==> src/rtl/mlp_pkg.sv <==
// Shared widths, defaults and state encoding for the MLP inference scheduler.
package mlp_pkg;

    localparam int ADDR_W  = 12;
    localparam int DATA_W  = 16;
    localparam int CLASS_W = 8;
    localparam int CYC_W   = 16;

    localparam logic [ADDR_W-1:0] OUT_BASE_DEF = 12'hC00;

    typedef enum logic [2:0] {
        ST_IDLE,
        ST_LOAD,
        ST_START,
        ST_RUN,
        ST_SCAN,
        ST_RESULT
    } sched_state_e;

    function automatic logic [CYC_W-1:0] sat_inc(input logic [CYC_W-1:0] v);
        return (v == '1) ? v : v + CYC_W'(1);
    endfunction

endpackage

==> src/rtl/argmax_unit.sv <==
// Running signed maximum and its index over a stream of output-neuron values.
module argmax_unit
    import mlp_pkg::*;
(
    input  logic                      clk,
    input  logic                      reset,
    input  logic                      clear,
    input  logic                      in_valid,
    input  logic signed [DATA_W-1:0]  in_data,
    input  logic [CLASS_W-1:0]        in_idx,
    output logic signed [DATA_W-1:0]  max_val,
    output logic [CLASS_W-1:0]        max_idx
);

    logic signed [DATA_W-1:0] max_val_q, max_val_d;
    logic [CLASS_W-1:0]       max_idx_q, max_idx_d;

    always_comb begin
        max_val_d = max_val_q;
        max_idx_d = max_idx_q;
        if (clear) begin
            max_val_d = '0;
            max_idx_d = '0;
        end else if (in_valid && ((in_idx == '0) || (in_data > max_val_q))) begin
            // Strictly greater only, so ties stay with the lower index.
            max_val_d = in_data;
            max_idx_d = in_idx;
        end
    end

    always_ff @(posedge clk) begin
        if (!reset) begin
            max_val_q <= '0;
            max_idx_q <= '0;
        end else begin
            max_val_q <= max_val_d;
            max_idx_q <= max_idx_d;
        end
    end

    assign max_val = max_val_q;
    assign max_idx = max_idx_q;

endmodule

==> src/rtl/inference_scheduler.sv <==
// Sequences one MLP inference: load input neurons, run the core, argmax the
// output layer and hand the result over a valid/ready handshake.
//
// state  | meaning
// IDLE   | waiting for start, core held in reset
// LOAD   | accepting N_IN input words into neuron memory
// START  | one-cycle core_start pulse
// RUN    | core computing, cycle counter running, timeout armed
// SCAN   | reading output layer and tracking the argmax
// RESULT | result_valid held until result_ready
module inference_scheduler
    import mlp_pkg::*;
#(
    parameter int unsigned        N_IN       = 4,
    parameter int unsigned        N_OUT      = 2,
    parameter logic [ADDR_W-1:0]  OUT_BASE   = OUT_BASE_DEF,
    parameter logic [CYC_W-1:0]   MAX_CYCLES = 16'hFFFF
) (
    input  logic                clk,
    input  logic                reset,
    input  logic                start,
    input  logic                in_valid,
    output logic                in_ready,
    input  logic [DATA_W-1:0]   in_data,
    output logic [ADDR_W-1:0]   mem_addr,
    output logic [DATA_W-1:0]   mem_wdata,
    output logic                mem_we,
    input  logic [DATA_W-1:0]   mem_rdata,
    output logic                core_reset,
    output logic                core_start,
    input  logic                core_done,
    output logic                result_valid,
    input  logic                result_ready,
    output logic [CLASS_W-1:0]  result_class,
    output logic [DATA_W-1:0]   result_score,
    output logic                result_err,
    output logic [CYC_W-1:0]    run_cycles,
    output logic                busy
);

    localparam logic [ADDR_W-1:0] LAST_BEAT = ADDR_W'(N_IN - 1);
    localparam logic [8:0]        SCAN_LAST = 9'(N_OUT);

    sched_state_e        state_q, state_d;
    logic [ADDR_W-1:0]   load_cnt_q, load_cnt_d;
    logic [8:0]          scan_cnt_q, scan_cnt_d;
    logic [ADDR_W-1:0]   mem_addr_q, mem_addr_d;
    logic [DATA_W-1:0]   mem_wdata_q, mem_wdata_d;
    logic                mem_we_q, mem_we_d;
    logic [CYC_W-1:0]    run_cycles_q, run_cycles_d;
    logic                result_err_q, result_err_d;
    logic [CYC_W-1:0]    run_next;

    logic                      am_clear;
    logic                      am_valid;
    logic [CLASS_W-1:0]        am_idx;
    logic signed [DATA_W-1:0]  am_max_val;
    logic [CLASS_W-1:0]        am_max_idx;

    always_comb begin
        state_d      = state_q;
        load_cnt_d   = load_cnt_q;
        scan_cnt_d   = scan_cnt_q;
        mem_addr_d   = mem_addr_q;
        mem_wdata_d  = mem_wdata_q;
        mem_we_d     = 1'b0;
        run_cycles_d = run_cycles_q;
        result_err_d = result_err_q;
        am_clear     = 1'b0;
        am_valid     = 1'b0;
        am_idx       = '0;
        run_next     = sat_inc(run_cycles_q);

        case (state_q)
            ST_IDLE: begin
                if (start) begin
                    state_d      = ST_LOAD;
                    load_cnt_d   = '0;
                    run_cycles_d = '0;
                    result_err_d = 1'b0;
                    am_clear     = 1'b1;
                end
            end
            ST_LOAD: begin
                if (in_valid) begin
                    mem_we_d    = 1'b1;
                    mem_addr_d  = load_cnt_q;
                    mem_wdata_d = in_data;
                    load_cnt_d  = load_cnt_q + ADDR_W'(1);
                    if (load_cnt_q == LAST_BEAT) begin
                        state_d = ST_START;
                    end
                end
            end
            ST_START: begin
                state_d = ST_RUN;
            end
            ST_RUN: begin
                run_cycles_d = run_next;
                // core_done wins over a timeout landing in the same cycle.
                if (core_done) begin
                    state_d    = ST_SCAN;
                    scan_cnt_d = '0;
                    mem_addr_d = OUT_BASE;
                end else if (run_next >= MAX_CYCLES) begin
                    state_d      = ST_RESULT;
                    result_err_d = 1'b1;
                end
            end
            ST_SCAN: begin
                scan_cnt_d = scan_cnt_q + 9'd1;
                // Read data trails the address by one cycle, so entry k compares index k-1.
                if (scan_cnt_q != 9'd0) begin
                    am_valid = 1'b1;
                    am_idx   = CLASS_W'(scan_cnt_q - 9'd1);
                end
                if ((scan_cnt_q + 9'd1) < SCAN_LAST) begin
                    mem_addr_d = OUT_BASE + ADDR_W'(scan_cnt_q + 9'd1);
                end
                if (scan_cnt_q == SCAN_LAST) begin
                    state_d = ST_RESULT;
                end
            end
            ST_RESULT: begin
                if (result_ready) begin
                    state_d = ST_IDLE;
                end
            end
            default: begin
                state_d = ST_IDLE;
            end
        endcase
    end

    always_ff @(posedge clk) begin
        if (!reset) begin
            state_q      <= ST_IDLE;
            load_cnt_q   <= '0;
            scan_cnt_q   <= '0;
            mem_addr_q   <= '0;
            mem_wdata_q  <= '0;
            mem_we_q     <= 1'b0;
            run_cycles_q <= '0;
            result_err_q <= 1'b0;
        end else begin
            state_q      <= state_d;
            load_cnt_q   <= load_cnt_d;
            scan_cnt_q   <= scan_cnt_d;
            mem_addr_q   <= mem_addr_d;
            mem_wdata_q  <= mem_wdata_d;
            mem_we_q     <= mem_we_d;
            run_cycles_q <= run_cycles_d;
            result_err_q <= result_err_d;
        end
    end

    argmax_unit u_argmax (
        .clk      (clk),
        .reset    (reset),
        .clear    (am_clear),
        .in_valid (am_valid),
        .in_data  ($signed(mem_rdata)),
        .in_idx   (am_idx),
        .max_val  (am_max_val),
        .max_idx  (am_max_idx)
    );

    assign in_ready     = (state_q == ST_LOAD);
    assign core_reset   = !((state_q == ST_START) || (state_q == ST_RUN));
    assign core_start   = (state_q == ST_START);
    assign busy         = (state_q != ST_IDLE);
    assign result_valid = (state_q == ST_RESULT);
    assign result_class = result_err_q ? '0 : am_max_idx;
    assign result_score = result_err_q ? '0 : am_max_val;
    assign result_err   = result_err_q;
    assign run_cycles   = run_cycles_q;
    assign mem_addr     = mem_addr_q;
    assign mem_wdata    = mem_wdata_q;
    assign mem_we       = mem_we_q;

endmodule

==> config.mk <==
export PLATFORM = sky130hd
export DESIGN_NAME = inference_scheduler
export DESIGN_NICKNAME = d
export VERILOG_FILES = /design/src/rtl/mlp_pkg.sv /design/src/rtl/argmax_unit.sv /design/src/rtl/inference_scheduler.sv
export SDC_FILE = /design/constraint.sdc
export NUM_CORES = 1
export LEC_CHECK = 0
export BUFFER_PORTS_ARGS = -buffer_cell sky130_fd_sc_hd__buf_2
export CAP_MARGIN = 20
export CORE_ASPECT_RATIO = 1.2
export CORE_MARGIN = 5
export CORE_UTILIZATION = 55
export CTS_BUF_LIST = sky130_fd_sc_hd__clkbuf_16
export CTS_CLUSTER_DIAMETER = 40
export DETAILED_ROUTE_END_ITERATION = 12
export PLACE_DENSITY = 0.8
export SYNTH_ARGS = -nofsm -noshare
export SYNTH_HDL_FRONTEND = slang
export SYNTH_HIERARCHICAL = 1
export SYNTH_SLANG_ARGS = --single-unit
export TNS_END_PERCENT = 30
==> constraint.sdc <==
create_clock -name clk -period 4.4 [get_ports clk]
set_input_delay 0.88 -clock clk [delete_from_list [all_inputs] [get_ports clk]]
set_output_delay 0.88 -clock clk [all_outputs]
set_load 0.02 [all_outputs]
==> metrics.txt <==
status=complete, no violations; Distinct cells, synth=between 70 and 80; Num Clock Sinks=between 90 and 100; HP Class=reg2reg; pin count of the biggest net entering global routing=52; Clk pwr share=40.6%; DR iter-0 viols=447; critical path capture point type=flop; hold path startpoint=mem_wdata[7]; most frequent cell after synthesis=dfxtp_1; Fmax achieved=322 MHz; routed wire length=14900 um; number of CTS-inserted buffers=9; Worst Skew=0.0103 ns; largest family of logic cells by synthesized area=simple AND/OR/NAND/NOR gates; Tot GR Track Use=around 24%; post-synthesis xor/xnor area fraction=under 10%; RSZ-0062 raised after global routing=false; clock tree buffer depth=2; CTS Hold Buffers Added=0; Internal Power=1440 uW; Synth top area share=33.7%; gr ovfl total=0; post-synthesis mux area share=0.537%; Power Density=314 nW/um2; Critical Path RT=between 4 and 5 ns; most common library cells after synthesis=dfxtp_1 (94), a21oi_1 (69), nand2_1 (65); highest ir drop seen on vdd=~0.24 mV; Post-route DRC=0; placed wire-length estimate=between 10000 and 15000 um; final non-filler cell total=920; YS warnings=6; Clk Latency, worst-skew pair=0.35 ns; Inst Count DP=about 900; GR Util met1=a little under a third; Worst-Margin Slew=between 0.9 and 1 ns; Setup TNS=0 ns; GRT Max-Usage Layer=met2; met3 track demand over resource=between 4 and 5%; Slew headroom=~36%; RePlAce Congestion=approximately 0.92; top_reg_cell synth=dfxtp_1; Final min period=3.10 ns; Worst Path Max Fanout=24; DIE WIDTH=102 um; post-synthesis sequential area ratio=33.7%; syn nets=769; share of layout cells above drive strength 1=20.8%; data arrival time of the worst path=around 3.4 ns; hold path cells=2; row count=40; Synth Cell Area=between 5000 and 6000 um2; worst r2r dst=u_argmax/max_val[7]; die height=~120 um; P_sw=574 uW; IO Pins=between 100 and 150; Synth Area per Inst=7.87 um2; number of diodes=0; Final Setup Violations=0; setup slack, reg-to-reg=about 1.3 ns; post-synthesis compound-gate area fraction=24.1%; clock transition at the registers of the reported paths=around 0.070 ns; Root Driver=clkbuf_16; Yosys reg bits=94; Slew Limit Fails=0; Tcrit/Tclk final=between 70% and 80%; combinational share of power=between 10 and 15%; wire per inst=about 16 um; part of the power in registers=between 40% and 50%; Final Hold Viols=0; initial antenna violation count=0; r2r startpoint=scan_cnt_q[4]; Port Buffers=roughly 110; postcts setup bufs=0; critical path startpoint category=flop; first-pass GRT wire length=between 20000 and 25000 um; P_leak=about 0.0026 uW; max-cap violations=0; WS Path Type=reg2reg; Post-Synth Adder-Cell Area=under 10%; Die Area=roughly 12000 um2; H-tree depth=3; CTS tree=yes; Post-synth EDFFs=0; Worst Hold Path EP=mem_wdata[7]; nets=roughly 850; switch share=28.5%; fillers=around 900; Worst Reg-to-Reg Cells=9; gate count after technology mapping=a little over 700; Async SR Flop Fraction=0%; DRT Pass-1 Iters=5; Synth area leader=dfxtp_1; Routed Antenna Nets=0; Initial Utilization=between 50 and 60%; Vias=about 5600; vias in the first global route=about 5300; GRT met2 Usage=between 40% and 50%; post-CTS sizing=0; P&R area growth vs syn=14.8%; Simple-Gate Fraction of Synth Area=a little over a quarter; synth top area cells=dfxtp_1 (34%), a21oi_1 (6.2%), ha_1 (4.7%); via density per instance=slightly above 6; Core Box Area=9960 um2
routing by layer:
layer	wire (um)	share of wire, %	up-vias
met4	269	1.8	0
met3	1130	7.6	33
met1	6210	42	2608
met5	0	0	-
met2	7330	49	240
li1	-	-	2707
layout make-up:
class / count / area (um2) / area share (%)
multi-input combinational: 538 / 3350 / 52.1
sequential: 94 / 1880 / 29.3
timing repair buffer: 120 / 621 / 9.67
clock buffer: 9 / 225 / 3.51
tap: 126 / 158 / 2.46
inverter: 26 / 97.6 / 1.52
clock inverter: 7 / 87.6 / 1.37
worst max-delay path, stage by stage, from the launching register on:
cell and delay [ns]:
dfxtp_1 0.44, or3_1 0.45, nor3_1 0.21, a31o_2 0.29, nor2_1 0.09, or4_1 0.54, nor4_2 0.35, a21o_4 0.32
o21ai_0 0.11, a21boi_0 0.22
worst max-delay path by stage:
stage | end | start | depth (start not counted)
after detailed placement | u_argmax/max_val[7] | mem_rdata[11] | 9
final | u_argmax/max_val[7] | scan_cnt_q[4] | 9
after global placement | u_argmax/max_val[15] | mem_rdata[11] | 9
after CTS | u_argmax/max_val[7] | scan_cnt_q[4] | 9
after global routing | u_argmax/max_val[7] | scan_cnt_q[4] | 9
after floorplan | u_argmax/max_idx[0] | scan_cnt_q[4] | 12
registers in the layout, summed over array words and instances, names as in the netlist:
register and cells:
result_err 1, mem_addr 12, scan_cnt_q 9, u_argmax/max_val 16, run_cycles 16, load_cnt_q 12, u_argmax/max_idx 8, state_q 3
mem_we 1, mem_wdata 16
stage by stage:
| stage | util, % | worst slack (ns) | total power (uW) | area [um2] | hold WS, ns |
|---|---|---|---|---|---|
| floorplan | - | 1.44 | 1120 | 5590 | 0.438 |
| global placement | 61.3 | 1.38 | 1210 | 6100 | 0.439 |
| detailed placement | 61.3 | 1.26 | 1220 | 6100 | 0.447 |
| CTS | 64.4 | 1.33 | 2040 | 6420 | 0.457 |
| global route | 64.4 | 1.14 | 2110 | 6420 | 0.479 |
| finish | 64.4 | 1.30 | 2020 | 6420 | 0.452 |
layout by cell type (no fill, tap or decap), types with 4 or more instances in the layout:
cell / instances
buf_2: 112
dfxtp_1: 94
a21oi_1: 69
nand2_1: 65
nor2_1: 64
nand3_1: 42
o21ai_0: 28
inv_1: 25
nor2b_1: 25
ha_1: 21
nor3_1: 20
a21boi_1: 20
o21ai_1: 16
xor2_1: 13
nand4_1: 13
a311oi_1: 12
or3_1: 10
a22oi_1: 9
clkbuf_16: 9
xnor2_1: 8
buf_4: 8
a31oi_1: 6
and3_1: 6
nor4_1: 5
and2_1: 5
o21ai_2: 5
a21boi_0: 5
nand2b_1: 4
power by group through the flow:
stage	combinational, uW	clock, uW	sequential [uW]
after detailed placement	290	0	926
after floorplan	166	0	951
after global placement	283	0	924
final	291	818	907
after CTS	291	839	907
after global routing	321	874	911
logic make-up after synthesis:
family | count (synthesis)
muxes | 3
and+or+nand+nor | 288
AOI/OAI and AO/OA | 205
DFF | 94
xor gates and xnor gates | 21
buffers and inverters | 78
adders and majority gates | 21
(Power assumes the default switching activity.)
